===== src/rtl/pipe_hazard_ctrl_pkg.sv =====
// Shared types and constants for the pipeline stall/flush sequencer and the decode control unit.
package pipe_ctrl_pkg;

    typedef enum logic [1:0] {
        IDLE = 2'd0,
        WAIT = 2'd1,
        DONE = 2'd2,
        ERR  = 2'd3
    } mem_state_t;

    localparam logic [4:0] REG_ZERO = 5'd0;

    // Opcodes decoded by cu; listed here so both blocks agree on encodings.
    localparam logic [5:0] OP_RTYPE = 6'h00;
    localparam logic [5:0] OP_J     = 6'h02;
    localparam logic [5:0] OP_BEQ   = 6'h04;
    localparam logic [5:0] OP_BNE   = 6'h05;
    localparam logic [5:0] OP_LW    = 6'h23;
    localparam logic [5:0] OP_SW    = 6'h2b;

endpackage


===== src/rtl/pipe_hazard_ctrl_if.sv =====
// Pipeline status in, stage enables/flushes and data-memory handshake out.
interface pipe_hazard_ctrl_if #(
    parameter int CNT_W = 16
);
    logic [4:0]       id_rs;
    logic [4:0]       id_rt;
    logic             id_uses_rt;
    logic             id_jump;
    logic             ex_memRead;
    logic [4:0]       ex_rt;
    logic             ex_br_taken;
    logic             mem_memRead;
    logic             mem_memWrite;
    logic             dmem_ack;

    logic             dmem_req;
    logic             pc_write;
    logic             ifid_write;
    logic             ifid_flush;
    logic             idex_write;
    logic             idex_flush;
    logic             exmem_write;
    logic             memwb_bubble;
    logic             busy_err;
    logic [CNT_W-1:0] stall_cnt;

    modport master (
        output id_rs, id_rt, id_uses_rt, id_jump, ex_memRead, ex_rt,
               ex_br_taken, mem_memRead, mem_memWrite, dmem_ack,
        input  dmem_req, pc_write, ifid_write, ifid_flush, idex_write,
               idex_flush, exmem_write, memwb_bubble, busy_err, stall_cnt
    );

    modport slave (
        input  id_rs, id_rt, id_uses_rt, id_jump, ex_memRead, ex_rt,
               ex_br_taken, mem_memRead, mem_memWrite, dmem_ack,
        output dmem_req, pc_write, ifid_write, ifid_flush, idex_write,
               idex_flush, exmem_write, memwb_bubble, busy_err, stall_cnt
    );

endinterface


===== src/rtl/pipe_hazard_ctrl_hazard_detect.sv =====
// Load-use comparator: a lw in EX whose rt is read by the instruction in ID.
module hazard_detect
    import pipe_ctrl_pkg::*;
(
    input  logic [4:0] id_rs,
    input  logic [4:0] id_rt,
    input  logic       id_uses_rt,
    input  logic       ex_memRead,
    input  logic [4:0] ex_rt,
    output logic       load_use
);

    logic rs_match;
    logic rt_match;

    assign rs_match = (ex_rt == id_rs);
    assign rt_match = id_uses_rt && (ex_rt == id_rt);

    // $0 is hardwired, so a lw targeting it never produces a value to wait for.
    assign load_use = ex_memRead && (ex_rt != REG_ZERO) && (rs_match || rt_match);

endmodule


===== src/rtl/pipe_hazard_ctrl.sv =====
// Stall/flush sequencer: data-memory req/ack FSM with timeout, hazard priority mux,
// and a saturating stall-cycle counter.
module pipe_hazard_ctrl
    import pipe_ctrl_pkg::*;
#(
    parameter int TIMEOUT = 64,
    parameter int CNT_W   = 16
) (
    input  logic              clk,
    input  logic              rst,
    pipe_hazard_ctrl_if.slave bus
);

    // wait_cnt only has to reach TIMEOUT-2 (the last WAIT cycle before ERR).
    localparam int WAIT_W = (TIMEOUT > 2) ? $clog2(TIMEOUT) : 1;
    localparam logic [WAIT_W-1:0] WAIT_LAST = WAIT_W'(TIMEOUT - 2);

    mem_state_t       state, state_nx;
    logic [WAIT_W-1:0] wait_cnt, wait_cnt_nx;
    logic [CNT_W-1:0]  stall_cnt;
    logic              mem_acc;
    logic              mem_stall;
    logic              req_raw;
    logic              load_use;

    assign mem_acc = bus.mem_memRead | bus.mem_memWrite;

    hazard_detect u_hazard_detect (
        .id_rs      (bus.id_rs),
        .id_rt      (bus.id_rt),
        .id_uses_rt (bus.id_uses_rt),
        .ex_memRead (bus.ex_memRead),
        .ex_rt      (bus.ex_rt),
        .load_use   (load_use)
    );

    // NOTE: sequential state uses non-blocking assignments so every register
    // samples pre-edge values regardless of statement order.
    always_ff @(posedge clk) begin
        if (rst) begin
            state     <= IDLE;
            wait_cnt  <= '0;
            stall_cnt <= '0;
        end else begin
            state    <= state_nx;
            wait_cnt <= wait_cnt_nx;
            if (!bus.pc_write && (stall_cnt != '1))
                stall_cnt <= stall_cnt + 1'b1;
        end
    end

    // NOTE: every output of an always_comb gets a default first, so no path
    // leaves a signal unassigned and no latch is inferred.
    always_comb begin
        state_nx    = state;
        wait_cnt_nx = wait_cnt;
        mem_stall   = 1'b0;
        req_raw     = 1'b0;
        case (state)
            IDLE: begin
                if (mem_acc) begin
                    req_raw     = 1'b1;
                    mem_stall   = 1'b1;
                    wait_cnt_nx = '0;
                    state_nx    = WAIT;
                end
            end
            WAIT: begin
                req_raw   = 1'b1;
                mem_stall = 1'b1;
                if (bus.dmem_ack)
                    state_nx = DONE;
                else if (wait_cnt == WAIT_LAST)
                    state_nx = ERR;
                else
                    wait_cnt_nx = wait_cnt + 1'b1;
            end
            DONE: begin
                state_nx = IDLE;
            end
            ERR: begin
                mem_stall = 1'b1;
            end
            default: begin
                state_nx = IDLE;
            end
        endcase
    end

    // Priority: reset, memory freeze, branch, load-use, jump, free-run.
    always_comb begin
        bus.pc_write     = 1'b1;
        bus.ifid_write   = 1'b1;
        bus.ifid_flush   = 1'b0;
        bus.idex_write   = 1'b1;
        bus.idex_flush   = 1'b0;
        bus.exmem_write  = 1'b1;
        bus.memwb_bubble = 1'b0;
        bus.dmem_req     = req_raw & ~rst;
        if (rst) begin
            bus.pc_write     = 1'b0;
            bus.ifid_write   = 1'b0;
            bus.idex_write   = 1'b0;
            bus.exmem_write  = 1'b0;
            bus.ifid_flush   = 1'b1;
            bus.idex_flush   = 1'b1;
            bus.memwb_bubble = 1'b1;
        end else if (mem_stall) begin
            bus.pc_write     = 1'b0;
            bus.ifid_write   = 1'b0;
            bus.idex_write   = 1'b0;
            bus.exmem_write  = 1'b0;
            bus.memwb_bubble = 1'b1;
        end else if (bus.ex_br_taken) begin
            bus.ifid_flush = 1'b1;
            bus.idex_flush = 1'b1;
        end else if (load_use) begin
            bus.pc_write   = 1'b0;
            bus.ifid_write = 1'b0;
            bus.idex_flush = 1'b1;
        end else if (bus.id_jump) begin
            bus.ifid_flush = 1'b1;
        end
    end

    assign bus.busy_err  = (state == ERR);
    assign bus.stall_cnt = stall_cnt;

endmodule


===== src/flat_wrapper.sv =====
// flat-port wrapper written by rule: the top's interface ports become plain ports
module pipe_hazard_ctrl_flat import pipe_ctrl_pkg::*;
#(
    parameter int TIMEOUT = 64,
    parameter int CNT_W   = 16
)
  (clk, rst, bus_id_rs, bus_id_rt, bus_id_uses_rt, bus_id_jump, bus_ex_memRead, bus_ex_rt, bus_ex_br_taken, bus_mem_memRead, bus_mem_memWrite, bus_dmem_ack, bus_dmem_req, bus_pc_write, bus_ifid_write, bus_ifid_flush, bus_idex_write, bus_idex_flush, bus_exmem_write, bus_memwb_bubble, bus_busy_err, bus_stall_cnt);
  pipe_hazard_ctrl_if #(.CNT_W(CNT_W)) bus_i ();
  input  logic clk;
  input  logic rst;
  input wire logic [$bits(bus_i.id_rs)-1:0] bus_id_rs;
  input wire logic [$bits(bus_i.id_rt)-1:0] bus_id_rt;
  input wire logic [$bits(bus_i.id_uses_rt)-1:0] bus_id_uses_rt;
  input wire logic [$bits(bus_i.id_jump)-1:0] bus_id_jump;
  input wire logic [$bits(bus_i.ex_memRead)-1:0] bus_ex_memRead;
  input wire logic [$bits(bus_i.ex_rt)-1:0] bus_ex_rt;
  input wire logic [$bits(bus_i.ex_br_taken)-1:0] bus_ex_br_taken;
  input wire logic [$bits(bus_i.mem_memRead)-1:0] bus_mem_memRead;
  input wire logic [$bits(bus_i.mem_memWrite)-1:0] bus_mem_memWrite;
  input wire logic [$bits(bus_i.dmem_ack)-1:0] bus_dmem_ack;
  output wire logic [$bits(bus_i.dmem_req)-1:0] bus_dmem_req;
  output wire logic [$bits(bus_i.pc_write)-1:0] bus_pc_write;
  output wire logic [$bits(bus_i.ifid_write)-1:0] bus_ifid_write;
  output wire logic [$bits(bus_i.ifid_flush)-1:0] bus_ifid_flush;
  output wire logic [$bits(bus_i.idex_write)-1:0] bus_idex_write;
  output wire logic [$bits(bus_i.idex_flush)-1:0] bus_idex_flush;
  output wire logic [$bits(bus_i.exmem_write)-1:0] bus_exmem_write;
  output wire logic [$bits(bus_i.memwb_bubble)-1:0] bus_memwb_bubble;
  output wire logic [$bits(bus_i.busy_err)-1:0] bus_busy_err;
  output wire logic [$bits(bus_i.stall_cnt)-1:0] bus_stall_cnt;
  assign bus_i.id_rs = bus_id_rs;
  assign bus_i.id_rt = bus_id_rt;
  assign bus_i.id_uses_rt = bus_id_uses_rt;
  assign bus_i.id_jump = bus_id_jump;
  assign bus_i.ex_memRead = bus_ex_memRead;
  assign bus_i.ex_rt = bus_ex_rt;
  assign bus_i.ex_br_taken = bus_ex_br_taken;
  assign bus_i.mem_memRead = bus_mem_memRead;
  assign bus_i.mem_memWrite = bus_mem_memWrite;
  assign bus_i.dmem_ack = bus_dmem_ack;
  assign bus_dmem_req = bus_i.dmem_req;
  assign bus_pc_write = bus_i.pc_write;
  assign bus_ifid_write = bus_i.ifid_write;
  assign bus_ifid_flush = bus_i.ifid_flush;
  assign bus_idex_write = bus_i.idex_write;
  assign bus_idex_flush = bus_i.idex_flush;
  assign bus_exmem_write = bus_i.exmem_write;
  assign bus_memwb_bubble = bus_i.memwb_bubble;
  assign bus_busy_err = bus_i.busy_err;
  assign bus_stall_cnt = bus_i.stall_cnt;
  pipe_hazard_ctrl #(.TIMEOUT(TIMEOUT), .CNT_W(CNT_W)) u_core (.clk(clk), .rst(rst), .bus(bus_i));
endmodule

===== config.mk =====
export PLATFORM = sky130hd
export DESIGN_NAME = pipe_hazard_ctrl_flat
export DESIGN_NICKNAME = d
export VERILOG_FILES = /design/src/rtl/pipe_hazard_ctrl_pkg.sv /design/src/rtl/pipe_hazard_ctrl_if.sv /design/src/rtl/pipe_hazard_ctrl_hazard_detect.sv /design/src/rtl/pipe_hazard_ctrl.sv /design/src/flat_wrapper.sv
export SDC_FILE = /design/constraint.sdc
export NUM_CORES = 1
export LEC_CHECK = 0
export ABC_AREA = 1
export CAP_MARGIN = 10
export CORE_ASPECT_RATIO = 0.6
export CORE_MARGIN = 2
export CORE_UTILIZATION = 50
export CTS_CLUSTER_SIZE = 28
export DETAILED_ROUTE_END_ITERATION = 12
export PLACE_DENSITY = 0.85
export REMOVE_ABC_BUFFERS = 1
export SLEW_MARGIN = 0
export SYNTH_ARGS = -nofsm -noshare
export SYNTH_HDL_FRONTEND = slang
export SYNTH_SLANG_ARGS = --single-unit

===== constraint.sdc =====
create_clock -name clk -period 2.65 [get_ports clk]
set_input_delay 0.265 -clock clk [delete_from_list [all_inputs] [get_ports clk]]
set_output_delay 0.265 -clock clk [all_outputs]
set_load 0.01 [all_outputs]

# Word level (Yosys, flattened, before mapping)
# Cells that the tools add are included.
word_totals:
  register_bits: 24
  output_inout_bits: 25
op_classes:
  reduce_logical: 13
  mux: 28
  bitwise: 3
  add_sub_neg: 2
  n_eq_ne: 11
ops:
  columns: ["cell", "n"]
  rows:
  - ["1-bit 2-to-1 mux", 18]
  - ["6-bit 2-to-1 mux", 3]
  - ["16-bit by 1-bit adder with 16-bit output, second input constant", 1]
  - ["16-bit inequality test, second input constant", 1]
  - ["6-bit one-hot mux with 2 select lines", 1]
  - ["5-bit == test", 2]
  - ["6-bit by 1-bit adder with 6-bit output, second input constant", 1]
  - ["6-bit == test, second input constant", 1]
  - ["2-bit 2-to-1 mux", 3]
  - ["2-bit one-hot mux with 3 select lines", 1]
  - ["5-bit nonzero test", 1]
  - ["2-bit == test, second input constant", 2]
  - ["1-bit logical AND", 4]
  - ["2-bit inequality test, second input constant", 2]
  - ["1-bit one-hot mux with 2 select lines", 2]
  - ["4-bit AND reduction", 1]
  - ["3-bit by 2-bit inequality test with 1-bit output, second input constant", 1]
  - ["3-bit AND reduction", 1]
  - ["3-bit nonzero test", 1]
  - ["2-bit by 1-bit == test with 1-bit output, second input constant", 1]
  - ["2-bit logical NOT", 1]
  - ["2-bit by 1-bit inequality test with 1-bit output, second input constant", 1]
  - ["2-bit nonzero test", 1]
  - ["2-bit OR reduction", 1]
  - ["other kinds (5)", 5]

# Longest topological paths before layout
logic_depth:
  depth_word: 10
  depth_mapped: 12
  mapped_depth_nobuf: 11

# Modules after synthesis
# Synthesis repeated with hierarchy kept, for this count alone.
unflattened:
  cells_unflattened: 295
  area_unflattened_um2: 1831.8
by_module_without_submodules:
  columns: ["module", "instances", "cells_each", "area_per_inst_um2"]
  rows:
  - ["pipe_hazard_ctrl", 1, 243, 1625.3]
  - ["hazard_detect", 1, 52, 206.4]

# Worst setup path before layout
# OpenSTA, ideal clock, no wires.
synth_path:
  path_kind: "input-to-output"
  startpoint: "input port bus_mem_memWrite"
  endpoint: "output port bus_pc_write"
  cell_stages: 10
  arrival_time_ps: 1572
  slack_ps: 813
  n_path_buf: 3
  required_time_ps: 2385
  cell_sequence: "nor2_1 nor2_1 nor2_1 inv_1 nor2_1 nand2_1 buf_4 buf_2 inv_1 buf_4"
synth_between:
  elab_chain_cells: 5
synth_lines:
  columns: ["element", "line", "text"]
  rows:
  - ["start: declaration", "flat_wrapper.sv:19", "input wire logic [$bits(bus_i.mem_memWrite)-1:0] bus_mem_memWrite;"]
  - ["1-bit OR", "pipe_hazard_ctrl.sv:26", "assign mem_acc = bus.mem_memRead | bus.mem_memWrite;"]
  - ["1-bit 2-to-1 mux", "pipe_hazard_ctrl.sv:61", "if (mem_acc) begin"]
  - ["1-bit one-hot mux with 2 select lines", "pipe_hazard_ctrl.sv:59", "case (state)"]
  - ["1-bit 2-to-1 mux (2 in a row)", null, null]
  - ["end: declaration", "flat_wrapper.sv:22", "output wire logic [$bits(bus_i.pc_write)-1:0] bus_pc_write;"]
# No other way between the ends.

# Final worst setup path
layout_path:
  startpoint: "input port bus_ex_rt[2]"
  endpoint: "output port bus_ifid_flush"
layout_between:
  elab_chain_cells: 8
  elab_cells_between_ends: 11
  classes_between: "eq/ne: 2; mux: 4; reduce/logical: 5"
layout_lines:
  columns: ["element", "line", "text"]
  rows:
  - ["start: declaration", "flat_wrapper.sv:16", "input wire logic [$bits(bus_i.ex_rt)-1:0] bus_ex_rt;"]
  - ["5-bit == test", "pipe_hazard_ctrl_hazard_detect.sv:17", "assign rt_match = id_uses_rt && (ex_rt == id_rt);"]
  - ["1-bit logical AND", "pipe_hazard_ctrl_hazard_detect.sv:17", null]
  - ["1-bit logical OR", "pipe_hazard_ctrl_hazard_detect.sv:20", "assign load_use = ex_memRead && (ex_rt != REG_ZERO) && (rs_match || rt_match);"]
  - ["1-bit logical AND *", "pipe_hazard_ctrl_hazard_detect.sv:20", null]
  - ["1-bit 2-to-1 mux *", "pipe_hazard_ctrl.sv:117", "end else if (load_use) begin"]
  - ["1-bit 2-to-1 mux *", "pipe_hazard_ctrl.sv:114", "end else if (bus.ex_br_taken) begin"]
  - ["1-bit 2-to-1 mux *", "pipe_hazard_ctrl.sv:108", "end else if (mem_stall) begin"]
  - ["1-bit 2-to-1 mux *", "pipe_hazard_ctrl.sv:100", "if (rst) begin"]
  - ["end: declaration", "flat_wrapper.sv:24", "output wire logic [$bits(bus_i.ifid_flush)-1:0] bus_ifid_flush;"]
# Mark *: on every way between the ends. The rest lies on a longest branch, timed or not.

==> metrics.log <==
INFO  metric setup_viol = 0
INFO  metric aggregate_negative_setup_slack = 0 ps
INFO  metric synth.ff_latch_count = 24
INFO  metric drt_iter0_markers = 101
INFO  metric ys_types = 22
INFO  metric nFillCells = 250
INFO  metric grt_max_degree = 20
INFO  metric worstSetupPathType = input port to output pin
INFO  metric num_rows = 15
INFO  metric timing.critical_path.to_type = output pin
INFO  metric synthXorXnorAreaFrac = 8.29%
INFO  metric chipHeight = 47.6 µm
INFO  metric complex_gate_fraction_of_the_synthesized_area = 9.79%
INFO  metric synth.cell_area = 1590 µm²
INFO  metric die_area = 3650 µm²
INFO  metric layout_cells_sized_above_1 = 3.72%
INFO  metric post_cts_resize_count = 0
INFO  metric port_buffers = 48
INFO  metric relSlewSlack = 53.8%
INFO  metric static-leakage-power = 0.937 nW
INFO  metric timing.fmax = 432 MHz
INFO  metric clock_sink_count = 24
INFO  metric period_share = 87.4%
INFO  metric cpMostUsedCell = o21ai_0
INFO  metric detailed_place_hpwl = 2.98 mm
INFO  metric floorplan.initialDensity = 53.8%
INFO  metric cts_buffers = 3
INFO  metric critical_path_buffer_and_inverter_count = 3
INFO  metric most-common-layout-cells = 64 x nand2_1, 48 x clkdlybuf4s50_1, 35 x inv_1
INFO  metric synth_largest_area_cell = dfxtp_1
INFO  metric crit_path_cell_trace = clkdlybuf4s50_1 -> nor2_1 -> nand3_1 -> o21ai_0 -> inv_1 -> nand3_1 -> o21ai_0 -> o21ai_0 -> clkdlybuf4s50_1
INFO  metric grt_use_total = 23.0%
INFO  metric required = 2380 ps
INFO  metric drc = 0
INFO  metric critical_path.slowest_cell = clkdlybuf4s50_1
INFO  metric worstSetupStartpointType = input port
INFO  metric worst_hold_margin = 503 ps
INFO  metric post_drt_wl_per_cell = 11.6 µm
INFO  metric drt-total-wl = 3.90 mm
INFO  metric tightestPinTransition = 685 ps
INFO  metric seq_area_frac_synth = 30.3%
INFO  metric grt_antenna_before_repair = 0
INFO  metric unrepaired_setup_endpoints_after_global_routing = no
INFO  metric design.final.nets = 324
INFO  metric top_ports = 49
INFO  metric critical-path-max-stage-delay = 550 ps
INFO  metric vdd_drop_max = 0.316 mV
INFO  metric yosys_warnings = 0
INFO  metric antenna_cell_count = 0
INFO  metric finalMaxSlewViolations = 0
INFO  metric clock_root_buffer_master = clkbuf_8
INFO  metric hp-class = register to register
INFO  metric avgViaCountPerCell = 4.97
INFO  metric grt_pass1_wl = 6.55 mm
INFO  metric final_antenna_net_count = 0
INFO  metric worst-path-max-fanout = 4
INFO  metric max_cap_violations = 0
INFO  metric synth_top_family_by_area = simple AND/OR/NAND/NOR gates
INFO  metric cp.arrival = 2050 ps
INFO  metric layout-area-overhead-vs-synth = 34.8%
INFO  metric worstSkewPairLatency = 270 ps
INFO  metric clk_pin_slew = 90 ps
INFO  metric run_status = finished clean
INFO  metric synth.avg_cell_area = 6.34 µm²
INFO  metric layout_commonest_cell = nand2_1
INFO  metric synth_adder_area_share = 2.37%
INFO  metric path_delay_family = buffers and inverters
INFO  metric core-area = 2950 µm²
INFO  metric cts_tree = yes
INFO  metric synth.area.mux_share = 0%
INFO  metric powerDensity = 375 nW/µm²
INFO  metric cts_max_path_buffers = 2
INFO  metric cts-hold-fix-buffers = 0
INFO  metric yosys_top_cell_area_share = 30.3%
INFO  metric timing.clock.skew = 8.27 ps
INFO  metric synthesized_area_fraction_occupied_by_and_or_nand_nor_cells = 37.7%
INFO  metric grt-ovfl-total = 0
INFO  metric first_global_vias = 1433
INFO  metric die-width = 76.7 µm
INFO  metric drt_pre_antenna_iters = 4
INFO  metric clock_tree.htree_level_count = 1
INFO  metric gp_congestion = 0.834
INFO  metric totalPowerFinal = 802 µW
INFO  metric synthCells = 250
INFO  metric postCtsSetupBuffers = 0
INFO  metric timing_hold_violations_final = 0
INFO  metric worst_slack_placed = 340 ps
INFO  metric fin_util = 72.5%
INFO  metric detailroute.via_count = 1680
INFO  metric post_synth_main_area_contributors = dfxtp_1 30%, nand2_1 15%, inv_1 8.3%
INFO  metric layout_setup_ws = 333 ps
INFO  metric min_period = 2320 ps
## synth_stat cells
| library cell | instances |
|---|---|
| nor2_1 | 31 |
| nor3b_1 | 2 |
| buf_2 | 2 |
| dfxtp_1 | 24 |
| a211oi_1 | 2 |
| nand2_4 | 2 |
| xor2_1 | 8 |
| inv_1 | 35 |
| nor3_1 | 5 |
| buf_4 | 3 |
| nor3_4 | 1 |
| nand2_1 | 64 |
| nand4_1 | 3 |
| nor3b_2 | 1 |
| nand2_2 | 1 |
| ha_1 | 3 |
| clkbuf_1 | 2 |
| o21ai_0 | 7 |
| a21oi_1 | 21 |
| nand3_1 | 25 |
| buf_6 | 1 |
| xnor2_1 | 7 |
## where the power goes
group | total, mW | switching, mW | internal (mW) | leakage [nW]
Sequential | 0.385 | 0.0133 | 0.372 | 0.195
Clock | 0.249 | 0.116 | 0.133 | 0.0288
Combinational | 0.168 | 0.0837 | 0.0847 | 0.714
## sequential cells by signal, indices dropped and copies added (netlist names)
register / count
u_core.state: 2
u_core.bus.stall_cnt: 16
u_core.wait_cnt: 6
## worst register-to-register path, stage by stage, from the launching register on
cell and delay, ps:
dfxtp_1 410, ha_1 210, nand2_1 100, nor3b_2 310
nand2_2 140, nor3_4 210, nand2_4 190, nand2_4 210
nand2_1 80, a21oi_1 120
## layout make-up
type	count	area, µm²	area share, %
Multi-Input combinational cell	183	922	43.1
Clock buffer	4	55.1	2.58
Tap cell	42	52.6	2.46
Sequential cell	24	480	22.5
Timing Repair Buffer	50	495	23.2
Inverter	35	131	6.15
## worst paths after layout
path,end,cells past startpoint,startpoint,slack (ps)
min,u_core.state[1],2,u_core.state[0],500
min reg2reg,u_core.state[1],2,u_core.state[0],500
max,bus_ifid_flush,9,bus_ex_rt[2],330
max reg2reg,u_core.bus.stall_cnt[10],9,u_core.bus.stall_cnt[0],590
## per-stage QoR
stage / std cells / cell area, µm²
final: 338 / 2140
after global routing: 338 / 2140
after CTS: 338 / 2140
after detailed placement: 334 / 2080
after global placement: 334 / 2080
after floorplan: 242 / 1530
## per-layer routing
| layer | up-vias | wire [µm] | track usage [%] | share of wire, % |
|---|---|---|---|---|
| met4 | 0 | 22 | 3.64 | 0.56 |
| met1 | 720 | 2020 | 34.4 | 52 |
| met5 | - | 0 | 0 | 0 |
| met3 | 4 | 387 | 6.23 | 9.9 |
| li1 | 881 | - | - | - |
| met2 | 75 | 1480 | 33.7 | 38 |
## kinds of logic after synthesis
group	count (synthesis)
xor gates and xnor gates	15
and+or+nand+nor	135
DFF	24
buffers and inverters	43
AOI/OAI and AO/OA	30
adders and majority gates	3
Note: power is estimated with default switching activity, not from simulation.
